**config.mk**
```make
export PLATFORM = sky130hd
export DESIGN_NAME = mdu_sched
export DESIGN_NICKNAME = d
export VERILOG_FILES = /design/src/rtl/mdu_sched_pkg.sv /design/src/rtl/mdu_latency_cnt.sv /design/src/rtl/mdu_sched.sv
export SDC_FILE = /design/constraint.sdc
export NUM_CORES = 1
export LEC_CHECK = 0
export ABC_AREA = 1
export CORE_AREA = 4 4 41 43
export DETAILED_ROUTE_END_ITERATION = 10
export DIE_AREA = 0 0 45 47
export PLACE_DENSITY = 0.78
export SETUP_SLACK_MARGIN = 0.4
export SLEW_MARGIN = 20
export SYNTH_ARGS = -nofsm -noshare
export SYNTH_HDL_FRONTEND = slang
export SYNTH_SLANG_ARGS = --single-unit
```
**constraint.sdc**
```tcl
create_clock -name clk -period 2 [get_ports clk]
set_input_delay 0.2 -clock clk [delete_from_list [all_inputs] [get_ports clk]]
set_output_delay 0.2 -clock clk [all_outputs]
set_load 0.05 [all_outputs]
```
**src/rtl/mdu_sched_pkg.sv**
```systemverilog
`default_nettype none
// ============================================================================
// Module      : mdu_sched_pkg
// Description : Shared encodings for the MDU sequencing controller: EX-stage
//               op codes, move-to codes, HI/LO write sources, FSM states.
//               Op code 0 (and every code above 4) means "no MDU op".
// Revision    : 1.0 - initial release
// ============================================================================
package mdu_sched_pkg;

  // MDU op codes carried in MDUOpE
  localparam logic [3:0] MDU_MULT  = 4'd1;
  localparam logic [3:0] MDU_MULTU = 4'd2;
  localparam logic [3:0] MDU_DIV   = 4'd3;
  localparam logic [3:0] MDU_DIVU  = 4'd4;

  // Move-to code carried in MTHILOE (bit1 = HI, bit0 = LO)
  localparam logic [1:0] MTHILO_NONE = 2'b00;

  // HI/LO write source select
  localparam logic [1:0] HILO_SRC_MULT = 2'b00;
  localparam logic [1:0] HILO_SRC_DIV  = 2'b01;
  localparam logic [1:0] HILO_SRC_GPR  = 2'b10;

  typedef enum logic [1:0] {
    ST_IDLE = 2'd0,
    ST_MULT = 2'd1,
    ST_DIV  = 2'd2
  } mdu_state_e;

  // Any code outside MULT..DIVU is treated as "no op"
  function automatic logic isMduOp(input logic [3:0] op);
    return (op == MDU_MULT) || (op == MDU_MULTU) ||
           (op == MDU_DIV)  || (op == MDU_DIVU);
  endfunction

  function automatic logic isDivOp(input logic [3:0] op);
    return (op == MDU_DIV) || (op == MDU_DIVU);
  endfunction

  function automatic logic isSignedOp(input logic [3:0] op);
    return (op == MDU_MULT) || (op == MDU_DIV);
  endfunction

endpackage
`default_nettype wire

```
**src/rtl/mdu_latency_cnt.sv**
```systemverilog
`default_nettype none
// ============================================================================
// Module      : mdu_latency_cnt
// Description : Loadable down-counter with a zero flag, used to time the
//               multi-cycle MDU latency. Holds at zero.
// Revision    : 1.0 - initial release
// ============================================================================
module mdu_latency_cnt #(
  parameter int CNT_W = 4
) (
  input  logic             clk,
  input  logic             reset,
  input  logic             load,
  input  logic [CNT_W-1:0] loadVal,
  input  logic             dec,
  output logic             zero
);

  logic [CNT_W-1:0] r_cnt;

  // Load takes priority over decrement; never wrap below zero
  always_ff @(posedge clk) begin
    if (reset) begin
      r_cnt <= '0;
    end else if (load) begin
      r_cnt <= loadVal;
    end else if (dec && (r_cnt != '0)) begin
      r_cnt <= r_cnt - CNT_W'(1);
    end
  end

  assign zero = (r_cnt == '0);

endmodule
`default_nettype wire

```
**src/rtl/mdu_sched.sv**
```systemverilog
`default_nettype none
// ============================================================================
// Module      : mdu_sched
// Description : Sequencing controller for the multi-cycle multiply/divide
//               unit. Starts the datapath, times its latency, commits HI/LO
//               on completion, handles move-to-HI/LO, and stalls decode
//               while an MDU-using instruction waits behind a running op.
// Revision    : 1.0 - initial release
// ============================================================================
module mdu_sched
  import mdu_sched_pkg::*;
#(
  parameter int MULT_CYCLES = 5,
  parameter int DIV_CYCLES  = 10,
  parameter int CNT_W       = 4
) (
  input  logic       clk,
  input  logic       reset,
  input  logic [3:0] MDUOpE,
  input  logic [1:0] MTHILOE,
  input  logic       MDUUseD,
  output logic       StartE,
  output logic       OpSignedE,
  output logic       Busy,
  output logic       HiWrite,
  output logic       LoWrite,
  output logic [1:0] HiLoSrc,
  output logic       StallF,
  output logic       StallD,
  output logic       FlushE
);

  // Counter load values: start cycle is t, Done cycle is t+N
  localparam logic [CNT_W-1:0] c_multLoad = CNT_W'(MULT_CYCLES - 1);
  localparam logic [CNT_W-1:0] c_divLoad  = CNT_W'(DIV_CYCLES - 1);

  mdu_state_e       r_state;
  mdu_state_e       w_stateNext;
  logic             w_load;
  logic [CNT_W-1:0] w_loadVal;
  logic             w_dec;
  logic             w_cntZero;
  logic             w_done;
  logic             w_hazard;

  mdu_latency_cnt #(
    .CNT_W (CNT_W)
  ) u_cnt (
    .clk     (clk),
    .reset   (reset),
    .load    (w_load),
    .loadVal (w_loadVal),
    .dec     (w_dec),
    .zero    (w_cntZero)
  );

  // State register; reset abandons any in-flight op
  always_ff @(posedge clk) begin
    if (reset) begin
      r_state <= ST_IDLE;
    end else begin
      r_state <= w_stateNext;
    end
  end

  // Next-state, start/commit decode and counter control
  always_comb begin
    w_stateNext = r_state;
    StartE      = 1'b0;
    OpSignedE   = 1'b0;
    Busy        = 1'b0;
    HiWrite     = 1'b0;
    LoWrite     = 1'b0;
    HiLoSrc     = HILO_SRC_MULT;
    w_load      = 1'b0;
    w_loadVal   = '0;
    w_dec       = 1'b0;
    w_done      = 1'b0;
    case (r_state)
      ST_IDLE: begin
        // An MDU op wins over a simultaneous move-to
        if (isMduOp(MDUOpE)) begin
          StartE    = 1'b1;
          OpSignedE = isSignedOp(MDUOpE);
          w_load    = 1'b1;
          if (isDivOp(MDUOpE)) begin
            w_stateNext = ST_DIV;
            w_loadVal   = c_divLoad;
          end else begin
            w_stateNext = ST_MULT;
            w_loadVal   = c_multLoad;
          end
        end else if (MTHILOE != MTHILO_NONE) begin
          HiWrite = MTHILOE[1];
          LoWrite = MTHILOE[0];
          HiLoSrc = HILO_SRC_GPR;
        end
      end
      ST_MULT, ST_DIV: begin
        // New EX requests while busy are ignored
        Busy = 1'b1;
        if (w_cntZero) begin
          w_done      = 1'b1;
          HiWrite     = 1'b1;
          LoWrite     = 1'b1;
          HiLoSrc     = (r_state == ST_DIV) ? HILO_SRC_DIV : HILO_SRC_MULT;
          w_stateNext = ST_IDLE;
        end else begin
          w_dec = 1'b1;
        end
      end
      default: begin
        w_stateNext = ST_IDLE;
      end
    endcase
  end

  // Stall releases in the Done cycle so the waiter sees committed HI/LO
  assign w_hazard = MDUUseD & (StartE | (Busy & ~w_done));
  assign StallF   = w_hazard;
  assign StallD   = w_hazard;
  assign FlushE   = w_hazard;

endmodule
`default_nettype wire

```
==> out/results.ini, run 1 <==
[outcome]
status = completed

[place]
numPortBuffers = 18
dp_slack_ps = 205
gp_congestion = 0.787
place.detailed.hpwl_um = 1030
place_inst = 123

[timing]
setup_tns_ps = 0
period_share = 0.805
tightest_slew_ps = 257
final_max_slew_viol_count = 0
rsz0062_at_grt = true
max_slew_margin = 0.828
finalSetupViolations = 0
period_minus_slack_ps = 1610
fin_ws_ps = 390
finClkSkew_ps = 1.95
fmax_mhz = 621
finalHoldViolations = 0

[synth]
ys_ff_latch = 6
synth_nets = 105
netlist_area_um2 = 552
synth.distinct_cells = 18
ys_warn_count = 0
synthCells = 92
synth_area_per_cell_um2 = 6.00
seq_area_frac_synth = 0.218

[detailed_routing]
vias_per_cell = 4.68
route.met3.wl_um = 97
drt-met1-wl_um = 577
avgRoutedWirePerCell_um = 10.6
drt_iter0_markers = 11
ant_nets = 0
dr.pass1.iters = 4
top_layer_used = met3
remaining_drc_errors = 0
drt_wl_total_um = 1460
vias = 646
dr_wl_met2_um = 786

[layout]
drive_above_1_share = 0.455
final_nets = 138
syn2layout_area_growth_pct = 87.5
instances_no_fill = 138
n_antenna_cell = 0
num-fill-cells = 92

[setup_path]
critPathKind = flop to primary output
cp-end-kind = primary output
worstPathArrival_ps = 1410
required_ps = 1800
start_kind = flop
crit_path_max_fanout = 4

[die]
dieArea_mm2 = 0.00212
die_h_um = 47
die_w_um = 45
row_count = 13
start_util = 0.424
io_pins = 19
core_mm2 = 0.00130

[clock_network]
path_clk_slew_ps = 40
cts_sinks = 6
clockBufferDepth = 2
cts_tree = built
ctsHoldBuffers = 0
cts.root.buffer_cell = clkbuf_4
cts_buffers = 3
clk_latency_ps = 240
htree_levels = 1

[job]
cap_violations = 0

[global_route]
track_usage = 0.157
grt_pass1_vias = 621
grt_max_degree = 10
antenna_found_initial = 0
grt-ovfl-total = 0
grt_pass1_wl_um = 2430

[power]
total_leakage_power_nw = 0.540
powerDensity_mw_per_mm2 = 1050
irDropWorstVdd_uv = 733

[hold_path]
hold_path.class = primary input to flop

## what timing repair did
action,CTS,global route
buffers inserted,9,3
setup endpoints to repair,7,7
pin swaps,8,7
resized for setup,15,2
## layer usage
layer,global-route usage,vias up
li1,-,340
met4,0.0175,0
met5,0,-
met3,0.0613,0
met2,0.311,18
met1,0.158,288
## worst max-delay path, cell delays in order (launching register included)
cell and delay [ps]:
dfxtp_2 330, inv_2 50, ha_4 180, buf_4 130, buf_4 130, and3_1 190
buf_12 150
## through the flow
| step | hold slack (ps) | power, mW | cell area, um2 | util |
|---|---|---|---|---|
| global placement | 473 | 0.838 | 881 | 0.677 |
| CTS | 525 | 1.06 | 1010 | 0.775 |
| floorplan | 262 | 0.631 | 617 | - |
| finish | 528 | 1.08 | 1030 | 0.795 |
| global route | 546 | 1.16 | 1030 | 0.795 |
| detailed placement | 479 | 0.849 | 881 | 0.677 |
## cells by family after synthesis
logic type,synth area share
AOI/OAI and AO/OA,0.0975
adders and majority gates,0.0907
buffers and inverters,0.156
DFF,0.218
and+or+nand+nor,0.438
## sequential cells by signal, indices dropped and copies added (netlist names)
signal	flops
r_state	2
u_cnt.r_cnt	4
## layout make-up
cell class,count,area (um2),area share
Clock buffer,3,22.5,0.0218
Inverter,19,71.3,0.0689
Multi-Input combinational cell,65,445,0.430
Sequential cell,6,124,0.120
Tap cell,15,18.8,0.0181
Timing Repair Buffer,30,353,0.341
## layout by cell type, fill, tap and decap left out, types with 3 or more instances in the layout
cell / n
clkbuf_4: 3
dfxtp_2: 3
nand2_1: 25
nand3_1: 6
inv_2: 8
buf_4: 13
nand2_4: 3
nand2_2: 4
nor2_2: 4
dfxtp_1: 3
nor2_1: 6
buf_12: 9
dlygate4sd2_1: 4
clkdlybuf4s50_1: 4
inv_1: 11
## worst paths after layout
kind | from | to | slack [ps] | cells after the start
max | r_state[1] | OpSignedE | 390 | 6
max reg2reg | r_state[0] | u_cnt.r_cnt[2] | 620 | 9
min | reset | r_state[0] | 530 | 2
min reg2reg | u_cnt.r_cnt[1] | u_cnt.r_cnt[1] | 570 | 2
## cell usage after synthesis, drive strengths merged
cell | instances | area share
a21oi | 5 | 0.052
dfxtp | 6 | 0.22
o21ai | 2 | 0.018
nor2 | 10 | 0.082
nand3 | 8 | 0.082
buf | 2 | 0.027
a21boi | 2 | 0.027
nand2 | 32 | 0.25
and3 | 1 | 0.011
ha | 4 | 0.091
inv | 19 | 0.13
nor3b | 1 | 0.014
## report_power, final
part	leakage [nW]	switching, mW	internal, mW	total, mW
Combinational	0.476	0.440	0.369	0.809
Clock	0.0138	0.0405	0.0676	0.108
Sequential	0.0505	0.0183	0.149	0.168
Total	0.540	0.499	0.586	1.08
Note: power is estimated with default switching activity, not from simulation.
==> run 2, diff against run 1 <==
--- a/config.mk
+++ b/config.mk
@@ -6,10 +6,10 @@
 export NUM_CORES = 1
 export LEC_CHECK = 0
 export ABC_AREA = 1
-export CORE_AREA = 4 4 41 43
+export CORE_MARGIN = 4
+export CORE_UTILIZATION = 39
 export DETAILED_ROUTE_END_ITERATION = 10
-export DIE_AREA = 0 0 45 47
-export PLACE_DENSITY = 0.78
+export PLACE_DENSITY = 0.77
 export SETUP_SLACK_MARGIN = 0.4
 export SLEW_MARGIN = 20
 export SYNTH_ARGS = -nofsm -noshare
==> constraint.sdc (replaced) <==
create_clock -name clk -period 1.45 [get_ports clk]
set_input_delay 0.145 -clock clk [delete_from_list [all_inputs] [get_ports clk]]
set_output_delay 0.145 -clock clk [all_outputs]
set_load 0.05 [all_outputs]
==> out/results.ini, run 2 (synthesis gave the netlist of run 1 again) <==
[timing]
fin_ws_ps = -200  ; was 390 ps
final_max_slew_viol_count = 0  ; unchanged
finalHoldViolations = 0  ; unchanged
period_minus_slack_ps = 1650
rsz0062_at_grt = true  ; unchanged
tightest_slew_ps = 275  ; was 257 ps
finalSetupViolations = 10  ; was 0
period_share = 1.14
max_slew_margin = 0.816  ; was 0.828
finClkSkew_ps = 1.60  ; was 1.95 ps
setup_tns_ps = -1170  ; was 0 ps
fmax_mhz = 606

[clock_network]
cts_buffers = 3  ; unchanged
htree_levels = 1  ; unchanged
cts.root.buffer_cell = clkbuf_4  ; unchanged
path_clk_slew_ps = 60  ; was 40 ps
clockBufferDepth = 2  ; unchanged
cts_tree = built  ; unchanged
ctsHoldBuffers = 0  ; unchanged
cts_sinks = 6  ; unchanged
clk_latency_ps = 250  ; was 240 ps

[power]
seqPwrFrac = 0.126  ; was 0.155
p_comb_frac = 0.782  ; was 0.746
irDropWorstVdd_uv = 914  ; was 733 uV
p_sw_frac = 0.479  ; was 0.460
finalPower_mw = 1.88  ; was 1.08 mW
powerDensity_mw_per_mm2 = 1560  ; was 1050 mW/mm2
p_int_mw = 0.982  ; was 0.586 mW
switching_power_mw = 0.902  ; was 0.499 mW
clock_power_share = 0.092  ; was 0.100
total_leakage_power_nw = 0.595  ; was 0.540 nW

[setup_path]
r2r_cells = 9  ; unchanged
worstPathArrival_ps = 1500  ; was 1410 ps
cp-end-kind = primary output  ; unchanged
critPathKind = flop to primary output  ; unchanged
start_kind = flop  ; unchanged
crit_path_max_fanout = 3  ; was 4
required_ps = 1310  ; was 1800 ps

[detailed_routing]
vias = 821  ; was 646
drt_iter0_markers = 35  ; was 11
vias_per_cell = 5.62  ; was 4.68
remaining_drc_errors = 0  ; unchanged
dr.pass1.iters = 4  ; unchanged
avgRoutedWirePerCell_um = 17.9  ; was 10.6 um
drt_wl_total_um = 2620  ; was 1460 um
ant_nets = 0  ; unchanged

[die]
row_count = 13  ; unchanged
die_h_um = 45.6  ; was 47 um
dieArea_mm2 = 0.00208  ; was 0.00212 mm2
die_w_um = 45.6  ; was 45 um
io_pins = 19  ; unchanged
start_util = 0.419  ; was 0.424
core_mm2 = 0.00132  ; was 0.00130 mm2

[global_route]
grt-ovfl-total = 0  ; unchanged
grt_pass1_wl_um = 3470  ; was 2430 um
track_usage = 0.240  ; was 0.157
antenna_found_initial = 0  ; unchanged
grt_pass1_vias = 785  ; was 621
grt_max_degree = 10  ; unchanged

[layout]
largest_reg_flops = 4  ; unchanged
layout_commonest_cell = nand2_1  ; unchanged
drive_above_1_share = 0.595  ; was 0.455
instances_no_fill = 146  ; was 138
syn2layout_area_growth_pct = 120  ; was 87.5%
seqCellArea_um2 = 125  ; was 124 um2
n_antenna_cell = 0  ; unchanged
num-fill-cells = 55  ; was 92
final_cell_mix = nand2_1 (20), buf_4 (16), buf_12 (10)  ; was nand2_1 (25), buf_4 (13), inv_1 (11)
top_regs = u_cnt.r_cnt x4, r_state x2  ; unchanged
top_register = u_cnt.r_cnt  ; unchanged
multi_input_area_um2 = 520  ; was 445 um2
final_nets = 146  ; was 138

[place]
place.detailed.hpwl_um = 1250  ; was 1030 um
gp_congestion = 0.802  ; was 0.787
numPortBuffers = 18  ; unchanged
place_inst = 133  ; was 123

[outcome]
violations = setup timing
status = complete, but fails checks  ; was completed

[hold_path]
worstHoldPathCells = 2  ; unchanged
hold_path.class = primary input to flop  ; unchanged

[job]
cap_violations = 0  ; unchanged

## run 2: cell types whose count changed in the layout (fill, tap and decap cells not counted), moves of 2 or more
| cell | previous run | this run |
|---|---|---|
| a21oi_1 | 2 | 0 |
| nand3_2 | 0 | 2 |
| buf_4 | 13 | 16 |
| nand2_1 | 25 | 20 |
| nand3_1 | 6 | 4 |
| buf_6 | 0 | 3 |
| inv_1 | 11 | 9 |
| nand2_4 | 3 | 6 |
| inv_4 | 0 | 2 |
## run 2: worst paths after layout
path	start	endpoint	slack, ps
worst max-delay path	u_cnt.r_cnt[0]	FlushE	-200
worst max register to register	r_state[0]	u_cnt.r_cnt[2]	-160
worst min register to register	r_state[0]	r_state[0]	630
worst min-delay path	reset	r_state[0]	490
## run 2: cell type report
cell class	instances	share of cell area
Sequential cell	6	0.103
Timing Repair Buffer	38	0.367
Multi-Input combinational cell	65	0.430
Clock buffer	3	0.0186
Inverter	19	0.0661
Tap cell	15	0.0155
## run 2: power by group through the flow
stage	combinational, mW	sequential, mW	clock [mW]
after CTS	1.28	0.230	0.162
after global placement	1.11	0.226	0
after detailed placement	1.14	0.230	0
final	1.47	0.237	0.174
after global routing	1.54	0.240	0.193
after floorplan	0.701	0.228	0
## run 2: critical path, cell delays in order (launching register included)
cell and delay, ps:
dfxtp_2 340, inv_2 60, ha_4 170, nand3_4 70, buf_6 120, nand2_4 60, a21boi_4 260, buf_12 180
## run 2: what timing repair did
item | in CTS | in global routing
pin swaps | 10 | 8
gates resized for setup | 19 | 16
setup buffers | 7 | 2
cloned | 0 | 1
endpoints found under the setup margin | 16 | 16
## run 2: routing by layer
metal	part of all wire	track usage	up-vias
li1	-	-	357
met1	0.36	0.246	393
met2	0.53	0.460	57
met3	0.073	0.0237	14
met4	0.040	0.135	0
met5	0	0	-
## run 2: stage by stage
stage	worst slack (ps)	area [um2]	hold slack (ps)	utilization
after detailed placement	-209	1020	489	0.776
after CTS	-132	1140	464	0.864
after global routing	-242	1210	465	0.919
after global placement	-180	1020	472	0.776
after floorplan	-176	671	207	-
final	-200	1210	488	0.919
==> run 3, diff against run 2 <==
--- a/config.mk
+++ b/config.mk
@@ -7,9 +7,10 @@
 export LEC_CHECK = 0
 export ABC_AREA = 1
 export CORE_MARGIN = 4
-export CORE_UTILIZATION = 39
+export CORE_UTILIZATION = 30
 export DETAILED_ROUTE_END_ITERATION = 10
-export PLACE_DENSITY = 0.77
+export PLACE_DENSITY = 0.61
+export RECOVER_POWER = 50
 export SETUP_SLACK_MARGIN = 0.4
 export SLEW_MARGIN = 20
 export SYNTH_ARGS = -nofsm -noshare
==> constraint.sdc (replaced) <==
create_clock -name clk -period 2 [get_ports clk]
set_input_delay 0.2 -clock clk [delete_from_list [all_inputs] [get_ports clk]]
set_output_delay 0.2 -clock clk [all_outputs]
set_load 0.05 [all_outputs]
==> out/results.ini, run 3 (synthesis gave the netlist of run 1 again) <==
[global_route]
grt-ovfl-total = 0  ; unchanged
antenna_found_initial = 0  ; unchanged
grt_max_degree = 10  ; unchanged
grt_pass1_vias = 624  ; was 785
grt_pass1_wl_um = 2540  ; was 3470 um
track_usage = 0.127  ; was 0.240

[hold_path]
hold_path.class = primary input to flop  ; unchanged
worstHoldPathCells = 5  ; was 2

[power]
powerDensity_mw_per_mm2 = 1050  ; was 1560 mW/mm2
switching_power_mw = 0.528  ; was 0.902 mW
finalPower_mw = 1.13  ; was 1.88 mW
total_leakage_power_nw = 0.539  ; was 0.595 nW
seqPwrFrac = 0.148  ; was 0.126
irDropWorstVdd_uv = 736  ; was 914 uV
p_int_mw = 0.604  ; was 0.982 mW
p_comb_frac = 0.754  ; was 0.782
clock_power_share = 0.099  ; was 0.092
p_sw_frac = 0.466  ; was 0.479

[die]
dieArea_mm2 = 0.00259  ; was 0.00208 mm2
die_w_um = 50.9  ; was 45.6 um
core_mm2 = 0.00173  ; was 0.00132 mm2
die_h_um = 50.9  ; was 45.6 um
row_count = 15  ; was 13
start_util = 0.320  ; was 0.419
io_pins = 19  ; unchanged

[place]
gp_congestion = 0.817  ; was 0.802
place_area_um2 = 893  ; was 0.00102 mm2
place.detailed.hpwl_um = 1050  ; was 1250 um
numPortBuffers = 18  ; unchanged

[layout]
n_antenna_cell = 0  ; unchanged
top_regs = u_cnt.r_cnt x4, r_state x2  ; unchanged
drive_above_1_share = 0.435  ; was 0.595
final_area_mm2 = 0.00107  ; was 0.00121 mm2
final_cell_mix = nand2_1 (25), inv_1 (11), buf_12 (10), buf_4 (10)  ; was nand2_1 (20), buf_4 (16), buf_12 (10)
top_register = u_cnt.r_cnt  ; unchanged
layout_commonest_cell = nand2_1  ; unchanged
largest_reg_flops = 4  ; unchanged
num-fill-cells = 155  ; was 55
syn2layout_area_growth_pct = 94.6  ; was 120%
final_nets = 139  ; was 146

[timing]
finalSetupViolations = 0  ; was 10
period_share = 0.872
finClkSkew_ps = 2.26  ; was 1.60 ps
max_slew_margin = 0.608  ; was 0.816
finalHoldViolations = 0  ; unchanged
final_max_slew_viol_count = 0  ; unchanged
tightest_slew_ps = 590  ; was 275 ps
period_minus_slack_ps = 1740
setup_tns_ps = 0  ; was -1170 ps
fmax_mhz = 573
rsz0062_at_grt = true  ; unchanged
holdWs_ps = 531  ; was 488 ps

[clock_network]
cts_tree = built  ; unchanged
htree_levels = 1  ; unchanged
path_clk_slew_ps = 40  ; was 60 ps
cts_sinks = 6  ; unchanged
cts_buffers = 3  ; unchanged
clk_latency_ps = 240  ; was 250 ps
clockBufferDepth = 2  ; unchanged
ctsHoldBuffers = 0  ; unchanged
cts.root.buffer_cell = clkbuf_4  ; unchanged

[setup_path]
required_ps = 1800  ; was 1310 ps
crit_path_max_fanout = 4  ; was 3
cp-end-kind = primary output  ; unchanged
critical-path-max-stage-delay_ps = 450  ; was 340 ps
critPathKind = flop to primary output  ; unchanged
worstPathArrival_ps = 1540  ; was 1500 ps
path_buf_inv = 3  ; unchanged
path_depth = 4  ; was 7
start_kind = flop  ; unchanged
r2r_cells = 8  ; was 9
path_cells = inv_1 > ha_4 > buf_4 > clkbuf_1  ; was inv_2 > ha_4 > nand3_4 > buf_6 > nand2_4 > a21boi_4 > buf_12
cpMaxStageDelayCell = clkbuf_1  ; was dfxtp_2
crit_family = buffers and inverters  ; unchanged

[outcome]
status = completed  ; was complete, but fails checks

[detailed_routing]
drt_wl_total_um = 1510  ; was 2620 um
dr.pass1.iters = 4  ; unchanged
drt_iter0_markers = 7  ; was 35
remaining_drc_errors = 0  ; unchanged
ant_nets = 0  ; unchanged
vias_per_cell = 4.58  ; was 5.62
avgRoutedWirePerCell_um = 10.2  ; was 17.9 um
vias = 683  ; was 821

[job]
cap_violations = 0  ; unchanged

run 3: cell count changes in the layout (fill, tap and decap cells not counted), moves of 3 or more:
cell / delta
buf_4: -6
nand2_1: +5
buf_6: -3
nand2_4: -3
run 3: worst reg2reg max path: cells and delay by family, from the launching register on:
kind | cells | cell delay, ps
AND/OR/NAND/NOR | 2 | 130
AO/OA/AOI/OAI | 1 | 190
adder cells (fa/ha/maj) | 1 | 280
flip-flops | 1 | 320
buffers and inverters | 4 | 610
run 3: power by group through the flow:
stage          sequential (mW)  clock, mW  combinational (mW)
2_1_floorplan            0.165          0               0.466
3_3_place_gp             0.169          0               0.679
3_5_place_dp             0.170          0               0.684
4_1_cts                  0.166      0.115               0.835
5_1_grt                  0.171      0.125               0.913
6_report                 0.167      0.112               0.853
run 3: worst paths after layout:
kind | start | to | slack (ps)
min reg2reg | u_cnt.r_cnt[1] | u_cnt.r_cnt[1] | 550
min | MDUOpE[1] | r_state[0] | 530
max reg2reg | r_state[0] | u_cnt.r_cnt[1] | 330
max | r_state[0] | Busy | 260
run 3: routing by layer:
layer	global-route usage	vias to the layer above	wire length, um
met1	0.129	321	581
met4	0.0135	0	14
met3	0.0408	2	82
met5	0	-	0
li1	-	343	-
met2	0.254	17	836
run 3: stage by stage:
step                setup slack [ps]  std cells  utilization
global placement                 262        133        0.517
detailed placement               239        133        0.517
global route                     181        149        0.622
CTS                              350        146        0.608
floorplan                        318         92            -
finish                           255        149        0.622
run 3: area by class of cell:
| cell class | count | area (um2) | area share |
|---|---|---|---|
| flip-flops and latches | 6 | 124 | 0.115 |
| well taps | 25 | 31.3 | 0.0291 |
| repair buffers | 31 | 365 | 0.340 |
| inverters | 19 | 73.8 | 0.0688 |
| clock buffers | 3 | 22.5 | 0.0210 |
| multi-input cells | 65 | 457 | 0.425 |
run 3: timing repair:
action / CTS / global route
setup buffers: 10 / 3
setup endpoints to repair: 7 / 8
pin swaps: 10 / 3
cloned: 0 / 0
resized for setup: 17 / 4
endpoints found under the hold margin: 0 / 0
